<file path="src/rtl/prsnt_pwr_seq.sv">
// Slot power sequencer: enables slot power on card insertion, waits for
// power-good, releases slot reset after a settle delay, and handles
// card removal, host power-down requests and power-good faults.
module prsnt_pwr_seq #(
  parameter logic [15:0] PGOOD_TMO = 16'd100,
  parameter logic [15:0] RST_DLY   = 16'd20,
  parameter logic [15:0] OFF_DLY   = 16'd5
) (
  input  logic       iCLK,
  input  logic       iRst_n,
  input  logic       iTick,
  input  logic       iPrsnt,
  input  logic       iPwrgd,
  input  logic       iForce_off,
  output logic       oPwr_en,
  output logic       oRst_n,
  output logic       oFault,
  output logic [2:0] oState,
  output logic       oPrsnt_chg
);

  typedef enum logic [2:0] {
    ST_IDLE    = 3'd0,
    ST_WAIT_PG = 3'd1,
    ST_RST_DLY = 3'd2,
    ST_ON      = 3'd3,
    ST_PWR_OFF = 3'd4,
    ST_FAULT   = 3'd5
  } state_t;

  state_t      state_q, state_d;
  logic [15:0] cnt_q, cnt_d;
  logic        pwr_en_q;
  logic        rst_n_q;
  logic        fault_q;
  logic        prsnt_q;
  logic        prsnt_chg_q;
  logic        drop;

  assign drop = !iPrsnt | iForce_off;

  // Next-state decode; drop always takes priority over timeouts and power-good loss.
  always_comb begin
    state_d = state_q;
    case (state_q)
      ST_IDLE: begin
        if (iPrsnt && !iForce_off) state_d = ST_WAIT_PG;
      end
      ST_WAIT_PG: begin
        if (drop)                    state_d = ST_PWR_OFF;
        else if (iPwrgd)             state_d = ST_RST_DLY;
        else if (cnt_q == PGOOD_TMO) state_d = ST_FAULT;
      end
      ST_RST_DLY: begin
        if (drop)                    state_d = ST_PWR_OFF;
        else if (!iPwrgd)            state_d = ST_FAULT;
        else if (cnt_q == RST_DLY)   state_d = ST_ON;
      end
      ST_ON: begin
        if (drop)                    state_d = ST_PWR_OFF;
        else if (!iPwrgd)            state_d = ST_FAULT;
      end
      ST_PWR_OFF: begin
        if (cnt_q == OFF_DLY)        state_d = ST_IDLE;
      end
      ST_FAULT: begin
        if (!iPrsnt)                 state_d = ST_IDLE;
      end
      default:                       state_d = ST_IDLE;
    endcase
  end

  // Tick counter restarts on every state change and saturates instead of wrapping.
  always_comb begin
    cnt_d = cnt_q;
    if (state_d != state_q)                cnt_d = 16'd0;
    else if (iTick && cnt_q != 16'hFFFF)   cnt_d = cnt_q + 16'd1;
  end

  // State, counter and all outputs update together so outputs never lag the state.
  always_ff @(posedge iCLK or negedge iRst_n) begin
    if (!iRst_n) begin
      state_q     <= ST_IDLE;
      cnt_q       <= 16'd0;
      pwr_en_q    <= 1'b0;
      rst_n_q     <= 1'b0;
      fault_q     <= 1'b0;
      prsnt_q     <= 1'b0;
      prsnt_chg_q <= 1'b0;
    end else begin
      state_q     <= state_d;
      cnt_q       <= cnt_d;
      pwr_en_q    <= (state_d == ST_WAIT_PG) || (state_d == ST_RST_DLY) ||
                     (state_d == ST_ON);
      rst_n_q     <= (state_d == ST_ON);
      fault_q     <= (state_d == ST_FAULT);
      prsnt_q     <= iPrsnt;
      prsnt_chg_q <= iPrsnt ^ prsnt_q;
    end
  end

  assign oPwr_en    = pwr_en_q;
  assign oRst_n     = rst_n_q;
  assign oFault     = fault_q;
  assign oState     = state_q;
  assign oPrsnt_chg = prsnt_chg_q;

endmodule

</file>
<file path="config.mk">
export PLATFORM = sky130hd
export DESIGN_NAME = prsnt_pwr_seq
export DESIGN_NICKNAME = d
export VERILOG_FILES = /design/src/rtl/prsnt_pwr_seq.sv
export SDC_FILE = /design/constraint.sdc
export NUM_CORES = 1
export LEC_CHECK = 0
export ABC_CLOCK_PERIOD_IN_PS = 6290
export CELL_PAD_IN_SITES_DETAIL_PLACEMENT = 0
export CELL_PAD_IN_SITES_GLOBAL_PLACEMENT = 1
export CORE_MARGIN = 3
export CORE_UTILIZATION = 45
export CTS_BUF_LIST = sky130_fd_sc_hd__clkbuf_8
export DETAILED_ROUTE_END_ITERATION = 12
export HOLD_SLACK_MARGIN = 0.02
export PLACE_DENSITY_LB_ADDON = 0.08
export SLEW_MARGIN = 0
export SYNTH_ARGS = -nofsm -noshare
export SYNTH_HDL_FRONTEND = slang
export SYNTH_SLANG_ARGS = --single-unit
</file>
<file path="constraint.sdc">
create_clock -name iCLK -period 6.29 [get_ports iCLK]
set_clock_uncertainty 0.05 [all_clocks]
set_input_delay 1.258 -clock iCLK [delete_from_list [all_inputs] [get_ports iCLK]]
set_output_delay 1.258 -clock iCLK [all_outputs]
set_load 0.03 [all_outputs]
</file>
==> impl_results.md, run 1 <==
* Fin. max-slew vios at 0
* Via count of the first global-routing pass at 1057
* Post-Layout Inst Area at 1700 µm²
* WHS Endpoint: oPrsnt_chg
* Mean post-synth cell area at 10.2 µm²
* Vias per std cell at 5.72
* Pleak at 0.685 nW
* Global-route wire length before repair at 5.13 mm
* Tcrit/Tclk final at 54.4%
* Worst Tran Pin Value at 1.08 ns
* Layout cells sized above 1 at 18.9%
* Filler cells at 324
* Synth Warn # at 0
* # Post-CTS Setup Buffers at 0
* Post-synth top cells: dfrtp_1, xor2_1, nand3_1, nor3_2, nor2_1
* Area growth syn-to-layout at 10.2%
* Yosys top cell area share at 39.0%
* Routed Antenna Nets at 0
* Synth cell types at 45
* Synth top area cells: dfrtp_1, nor3_2, xor2_1
* WHS at 0.384 ns
* RSZ-0062 raised after global routing: no
* Pint at 0.288 mW
* Crit-path max FO at 16
* Crit path kind: in -> reg
* Clk_lat worst skew at 0.26 ns
* Longest Clk Path Bufs at 2
* RR Startpoint: cnt_q[12]
* Crit-path leading delay family: compound AO/OA/AOI/OAI gates
* Die Footprint at 4160 µm²
* Cell Area, Synth at 1540 µm²
* Post-synth top area cell: dfrtp_1
* Dpl cell area at 1640 µm²
* Post-cts resize count at 0
* Die height at 64.5 µm
* Final wirelength at 3.00 mm
* Total power at 0.471 mW
* Hold path start: prsnt_q
* Total global routing overflow at 0
* Number of buffers created by CTS at 3
* Net count, final at 169
* Critical Path Max Stage Delay at 0.57 ns
* Register area at 601 µm²
* Setup TNS after final layout at 0 ns
* Critical Path AT at 3.49 ns
* Hold depth at 1
* Max-cap viol count at 0
* Internal reg-to-reg setup slack at 3.90 ns
* Max rail drop VDD at 0.000153 V
* Hold Crit Class: reg -> reg
* Root buffer cell: clkbuf_8
* Sequential share of the synthesized area at 39.0%
* Asr flop ratio synth at 100%
* Ant diodes at 0
* Reg-to-reg endpoint: cnt_q[15]
* Largest net degree at the start of global routing at 25
* GP Congestion at 0.832
* Number of flops mapped to enable cells by yosys at 0
* Power share of the clock group at 22.0%
* Rel. slew slack at 28.0%
* Synth Flop Type: dfrtp_1
* Part of the power in combinational logic at 38.0%
* Psw at 0.182 mW
* Pre-CTS WS at 2.66 ns
* DIE WIDTH at 64.5 µm
* TritonCTS clock tree: yes
* Min Tclk post-route at 3.42 ns
* CTS clk-pin slew, worst paths at 0.09 ns
* Fmax at 0.292 GHz
* Switch share at 38.8%
* CTS Sinks at 24
* Worst setup SP type: input pin
* Setup violations, final at 0
* P per Cell Area at 277 nW/µm²
* Count leader, synth: dfrtp_1
* Worst setup margin at 2.87 ns
* Initial Util at 48.8%
* Dpl hpwl at 2.16 mm
* Hold buffers post-CTS at 0
* Req. time, crit path at 6.36 ns
* Antenna violations before repair at 0
* DR DRC count at 0
* Worst r2r path cells at 5
* Worst setup EP type: flip-flop
* Htree depth at 1
* CP Buf/Inv Count at 1
* Port Buffers at 12
* Pre-antenna DRT Iters at 4
* Worst-path cell chain: clkdlybuf4s50_1, nor2b_1, a2111oi_0, nand2_1, a21oi_4, nor3_1
* Vias at 1161
* Slowest stage cell, crit path: a2111oi_0
* Syn Inst Count at 151
* Reg power frac at 40.0%
* Drt wl/cell at 14.8 µm
* Net Count, Synth at 160
* DR iter-0 viols at 73
* Ports at 13
* Status: finished clean
* Core region area at 3150 µm²
* Area of the multi-input gates at 833 µm²
* Gr usage total at 15.4%
* Final Hold Fails at 0
* Rows at 20
* Seq cells post-synth at 24
==> registers in the layout (all words and copies together), names as in the netlist <==
name / count
oFault: 1
oPrsnt_chg: 1
oPwr_en: 1
cnt_q: 16
prsnt_q: 1
oState: 3
oRst_n: 1
==> power by group through the flow <==
stage                     Clock, mW  Combinational [mW]  Sequential, mW
after CTS                     0.106               0.181           0.188
after floorplan                   0               0.136           0.202
after global placement            0               0.179           0.190
final                         0.103               0.179           0.188
after detailed placement          0               0.180           0.191
after global routing          0.114               0.197           0.192
==> through the flow <==
stage               utilization, %  std cells
CTS                           53.8        203
detailed placement            52.1        199
floorplan                        -        151
global route                  53.8        203
finish                        53.8        203
global placement              52.1        199
==> layout by cell type (no fill, tap or decap), drive strengths merged, types with 2 or more instances in the layout <==
cell and n:
o21ai 3, and3 6, nor3 18, nor4 6, nand3 11, nand4 4
xor2 12, o211ai 2, or4 2, nand2b 2, dfrtp 24, ha 3
and4 3, a41oi 2, inv 7, nor2 8, clkbuf 4, clkdlybuf4s50 12
a21oi 7, nand2 7
==> cells by family (layout without fill, tap and decap cells) <==
logic type / count (synthesis) / count (layout) / synth area share (%)
DFF: 24 / 24 / 39.0
xor gates and xnor gates: 13 / 13 / 7.39
muxes: 1 / 1 / 0.650
AOI/OAI and AO/OA: 21 / 21 / 11.0
buffers and inverters: 16 / 24 / 6.90
adders and majority gates: 3 / 3 / 2.44
and+or+nand+nor: 73 / 73 / 32.7
==> layer usage <==
layer	global-route usage, %	part of all wire, %	vias to the layer above
met5	0	0	-
met1	24.0	53	586
met4	3.17	0.63	0
li1	-	-	565
met2	22.4	45	8
met3	2.25	2.0	2
==> worst max path at each step <==
stage / from / end / cells after the start
5_1_grt: iPrsnt / cnt_q[10] / 6
2_1_floorplan: iPrsnt / cnt_q[0] / 6
4_1_cts: iPrsnt / cnt_q[15] / 6
3_5_place_dp: iPrsnt / cnt_q[2] / 6
6_report: iPrsnt / cnt_q[15] / 6
3_3_place_gp: iPrsnt / cnt_q[2] / 6
==> area by class of cell <==
class	count	area share [%]
multi-input cells	111	49.1
flip-flops and latches	24	35.4
repair buffers	13	7.52
clock buffers	4	3.24
well taps	44	3.24
inverters	7	1.55
(Power assumes the default switching activity.)
==> inputs of run 2 (changes only) <==
Settings changed: ABC_CLOCK_PERIOD_IN_PS 6290 to 3400.
Clock period 6.29 ns to 3.4 ns, I/O delays scaled along.
==> impl_results.md, run 2 (synthesized netlist as in run 1, its figures left out) <==
* Status: finished clean
* Ports at 13 (unchanged)
* Tcrit/Tclk final at 76.2%
* Crit path kind: in -> reg
* Core region area at 3150 µm² (unchanged)
* Fmax at 0.386 GHz
* Worst setup EP type: flip-flop
* Final Hold Fails at 0 (unchanged)
* Net count, final at 172 (+1.8%)
* Max rail drop VDD at 0.000209 V (+37%)
* Gr usage total at 16.4% (+1.0 points)
* Pleak at 0.708 nW (+3.2%)
* Req. time, crit path at 3.51 ns (-2.85 ns)
* Dpl hpwl at 2.15 mm (-0.37%)
* TritonCTS clock tree: yes
* Drt wl/cell at 14.8 µm (about the same)
* Rel. slew slack at 62.0% (+34 points)
* Largest reg by FF count: cnt_q
* Worst setup SP type: input pin
* # Post-CTS Setup Buffers at 0 (unchanged)
* Hold depth at 1 (unchanged)
* DIE WIDTH at 64.5 µm (unchanged)
* Worst r2r path cells at 5 (unchanged)
* Area growth syn-to-layout at 12.8%
* Worst Tran Pin Value at 0.555 ns (-0.521 ns)
* Post-Layout Inst Area at 1740 µm² (+2.3%)
* CTS Sinks at 24 (unchanged)
* Total global routing overflow at 0 (unchanged)
* Min Tclk post-route at 2.59 ns
* RSZ-0062 raised after global routing: no
* Fin. max-slew vios at 0 (unchanged)
* CTS clk-pin slew, worst paths at 0.09 ns (about the same)
* Critical Path AT at 2.70 ns (-0.79 ns)
* Util after Layout at 55.1% (+1.2 points)
* Die height at 64.5 µm (unchanged)
* Worst setup margin at 0.808 ns (-2.06 ns)
* Pre-antenna DRT Iters at 4 (unchanged)
* Root buffer cell: clkbuf_8
* Longest Clk Path Bufs at 2 (unchanged)
* Routed Antenna Nets at 0 (unchanged)
* Vias per std cell at 5.67 (-0.86%)
* Initial Util at 48.8% (unchanged)
* Most common cell after layout, fill and taps aside: dfrtp_1
* Total power at 0.944 mW (+100%)
* GP Congestion at 0.843 (+1.3%)
* Hold Crit Class: reg -> reg
* Clk_lat worst skew at 0.27 ns (about the same)
* Die Footprint at 4160 µm² (unchanged)
* Max-cap viol count at 0 (unchanged)
* Vias at 1168 (+0.60%)
* DR iter-0 viols at 84 (+15%)
* Largest register FFs at 16 (unchanged)
* Antenna violations before repair at 0 (unchanged)
* Post-cts resize count at 0 (unchanged)
* Final wirelength at 3.05 mm (+1.5%)
* Dpl cell area at 1670 µm² (+1.4%)
* Most frequent cells in the layout: dfrtp_1, xor2_1, clkdlybuf4s50_1, nor3_2, nand3_1
* Rows at 20 (unchanged)
* Setup TNS after final layout at 0 ns (unchanged)
* Number of buffers created by CTS at 3 (unchanged)
* P per Cell Area at 544 nW/µm² (+96%)
* Port Buffers at 12 (unchanged)
* Ant diodes at 0 (unchanged)
* DR DRC count at 0 (unchanged)
* Pre-CTS WS at 0.532 ns (-2.12 ns)
* Layout cells sized above 1 at 20.4% (+1.5 points)
* Setup violations, final at 0 (unchanged)
* Via count of the first global-routing pass at 1119 (+5.9%)
* Filler cells at 289 (-11%)
* Largest net degree at the start of global routing at 25 (unchanged)
* Htree depth at 1 (unchanged)
* Hold buffers post-CTS at 0 (unchanged)
* Global-route wire length before repair at 5.43 mm (+5.9%)
* Internal reg-to-reg setup slack at 1.09 ns (-2.81 ns)
* Crit-path max FO at 16 (unchanged)
[run 2: cell count changes in the layout (fill, tap and decap cells not counted)]
cell | before | now
buf_4 | 1 | 4
bufinv_16 | 0 | 1
clkbuf_8 | 4 | 3
[run 2: power breakdown]
part / switching (mW) / internal (mW) / leakage (nW)
Clock: 0.0987 / 0.158 / 0.0357
Sequential: 0.0331 / 0.314 / 0.325
Combinational: 0.215 / 0.125 / 0.347
[run 2: final timing paths]
check,startpoint,end
max,iPrsnt,cnt_q[2]
min,prsnt_q,oPrsnt_chg
max reg2reg,cnt_q[7],cnt_q[1]
min reg2reg,prsnt_q,oPrsnt_chg
max in group asynchronous,iRst_n,oFault
min in group asynchronous,iRst_n,cnt_q[2]
[run 2: metal layers]
layer | GRT usage [%] | vias up | wire length (µm)
met1 | 23.3 | 558 | 1460
met3 | 2.43 | 5 | 180
li1 | - | 572 | -
met5 | 0 | - | 0
met2 | 25.3 | 33 | 1360
met4 | 5.80 | 0 | 44
[run 2: final cells by class]
| class | count | area, µm² | area share [%] |
|---|---|---|---|
| multi-input combinational | 111 | 833 | 48.0 |
| sequential | 24 | 601 | 34.6 |
| timing repair buffer | 16 | 150 | 8.65 |
| tap | 44 | 55.1 | 3.17 |
| clock buffer | 3 | 41.3 | 2.38 |
| clock inverter | 1 | 30.0 | 1.73 |
| inverter | 7 | 26.3 | 1.51 |
[run 2: through the flow]
step                std cells  hold slack [ns]
floorplan                 151            0.334
global placement          202            0.380
detailed placement        202            0.378
CTS                       206            0.392
global route              206            0.428
finish                    206            0.390
[run 2: worst max-delay path: stages]
cell and delay [ns]:
clkdlybuf4s50_1 0.53, nor2b_1 0.22, a2111oi_0 0.55, nand2_1 0.18, a21oi_4 0.17, buf_4 0.27
nor4_1 0.09
==> inputs of run 3 (changes only) <==
Settings changed: ABC_CLOCK_PERIOD_IN_PS 3400 to 2600.
Clock period 3.4 ns to 2.6 ns, I/O delays scaled along.
==> impl_results.md, run 3 (synthesized netlist as in run 1, its figures left out) <==
* Vias per std cell at 5.66 (-0.11%)
* Final Hold Fails at 0 (unchanged)
* Largest register FFs at 16 (unchanged)
* Worst Tran Pin Value at 0.558 ns (+0.00265 ns)
* Placed cells at 205 (+1.5%)
* Worst-path cell chain: inv_1, ha_1, or4bb_1, nor4_4, nor3_1, o32a_1, nor3_2
* Internal reg-to-reg setup slack at 0.36 ns (-0.73 ns)
* WHS Endpoint: oPrsnt_chg
* Number of buffers created by CTS at 3 (unchanged)
* Area growth syn-to-layout at 13.1%
* Largest reg by FF count: cnt_q
* Post-cts resize count at 0 (unchanged)
* Net count, final at 175 (+1.7%)
* Max rail drop VDD at 0.000340 V (+62%)
* Antenna violations before repair at 0 (unchanged)
* Clk_lat worst skew at 0.26 ns (about the same)
* Worst setup EP type: flip-flop
* Core region area at 3150 µm² (unchanged)
* Pre-CTS WS at 0.111 ns (-0.421 ns)
* Pleak at 0.712 nW (+0.55%)
* Critical Path Max Stage Delay at 0.53 ns (-0.02 ns)
* Longest Clk Path Bufs at 2 (unchanged)
* Most common cell after layout, fill and taps aside: dfrtp_1
* CTS clk-pin slew, worst paths at 0.08 ns (about the same)
* Routed Antenna Nets at 0 (unchanged)
* Crit path kind: reg -> reg
* Worst r2r path cells at 7 (+2)
* Crit-path max FO at 4 (-12)
* Global-route wire length before repair at 5.56 mm (+2.4%)
* Rows at 20 (unchanged)
* Htree depth at 1 (unchanged)
* Util after Layout at 55.2% (+0.16 points)
* Initial Util at 48.8% (unchanged)
* Dpl hpwl at 2.25 mm (+4.6%)
* Slowest stage cell, crit path: or4bb_1
* Rel. slew slack at 61.9% (-0.18 points)
* Setup TNS after final layout at 0 ns (unchanged)
* Worst setup margin at 0.364 ns (-0.444 ns)
* Reg-to-reg endpoint: oRst_n
* Total global routing overflow at 0 (unchanged)
* Post-Layout Inst Area at 1740 µm² (+0.29%)
* GP Congestion at 0.796 (-5.6%)
* Total power at 1.15 mW (+22%)
* Req. time, crit path at 2.74 ns (-0.77 ns)
* Fmax at 0.447 GHz
* Dpl cell area at 1700 µm² (+2.1%)
* Most frequent cells in the layout: dfrtp_1, xor2_1, clkdlybuf4s50_1, nor3_2, nand3_1
* P per Cell Area at 661 nW/µm² (+21%)
* Gr usage total at 17.2% (+0.83 points)
* CTS Sinks at 24 (unchanged)
* Critical Path AT at 2.37 ns (-0.33 ns)
* Port Buffers at 12 (unchanged)
* Ant diodes at 0 (unchanged)
* Final Non-Filler Cells at 208 (+0.97%)
* Hold buffers post-CTS at 0 (unchanged)
* Layout cells sized above 1 at 21.3% (+0.97 points)
* Root buffer cell: clkbuf_8
* Final wirelength at 3.04 mm (-0.16%)
* Pre-antenna DRT Iters at 4 (unchanged)
* Hold Crit Class: reg -> reg
* Status: finished clean
* Tcrit/Tclk final at 86.0%
* Hold path start: prsnt_q
* Min Tclk post-route at 2.24 ns
* Setup violations, final at 0 (unchanged)
* RR Startpoint: cnt_q[0]
* Vias at 1178 (+0.86%)
* Worst setup SP type: flip-flop
* Fin. max-slew vios at 0 (unchanged)
* DR iter-0 viols at 92 (+9.5%)
* Die Footprint at 4160 µm² (unchanged)
* Die height at 64.5 µm (unchanged)
* RSZ-0062 raised after global routing: no
* WHS at 0.390 ns (+0.000405 ns)
* # Post-CTS Setup Buffers at 0 (unchanged)
* DIE WIDTH at 64.5 µm (unchanged)
* Hold depth at 1 (unchanged)
* Ports at 13 (unchanged)
* TritonCTS clock tree: yes
* Drt wl/cell at 14.6 µm (-1.1%)
* Largest net degree at the start of global routing at 25 (unchanged)
* Via count of the first global-routing pass at 1146 (+2.4%)
* Max-cap viol count at 0 (unchanged)
* DR DRC count at 0 (unchanged)
run 3: metal layers:
layer / track usage (%) / share of wire (%) / vias to the layer above
met5: 0 / 0 / -
met3: 2.95 / 3.2 / 5
met2: 28.4 / 47 / 19
li1: - / - / 581
met4: 5.54 / 1.0 / 0
met1: 22.9 / 49 / 573
run 3: where the power goes:
group          internal [mW]  leakage, nW  switching, mW
Combinational          0.191        0.365          0.287
Clock                  0.103       0.0216          0.112
Sequential             0.411        0.325         0.0451
Total                  0.706        0.712          0.445
run 3: area by class of cell:
cell class	instances	area, µm²
Multi-Input combinational cell	111	833
Tap cell	44	55.1
Clock buffer	3	41.3
Inverter	7	26.3
Sequential cell	24	601
Timing Repair Buffer	19	185
Fill cell	317	1410
run 3: worst max path at each step:
stage | from | endpoint | slack (ns) | cells after the start
3_3_place_gp | iPrsnt | cnt_q[2] | 0.17 | 8
6_report | cnt_q[0] | oRst_n | 0.36 | 7
5_1_grt | cnt_q[0] | oRst_n | 0.22 | 7
3_5_place_dp | iForce_off | cnt_q[2] | 0.11 | 7
2_1_floorplan | cnt_q[0] | cnt_q[0] | 0.51 | 8
4_1_cts | cnt_q[0] | oRst_n | 0.34 | 7
run 3: worst max-delay path: cells and delay by family (launching register included):
kind,cells,cell delay (ns)
AND/OR/NAND/NOR,4,0.97
flip-flops,1,0.42
AO/OA/AOI/OAI,1,0.39
adder cells (fa/ha/maj),1,0.19
buffers and inverters,1,0.14
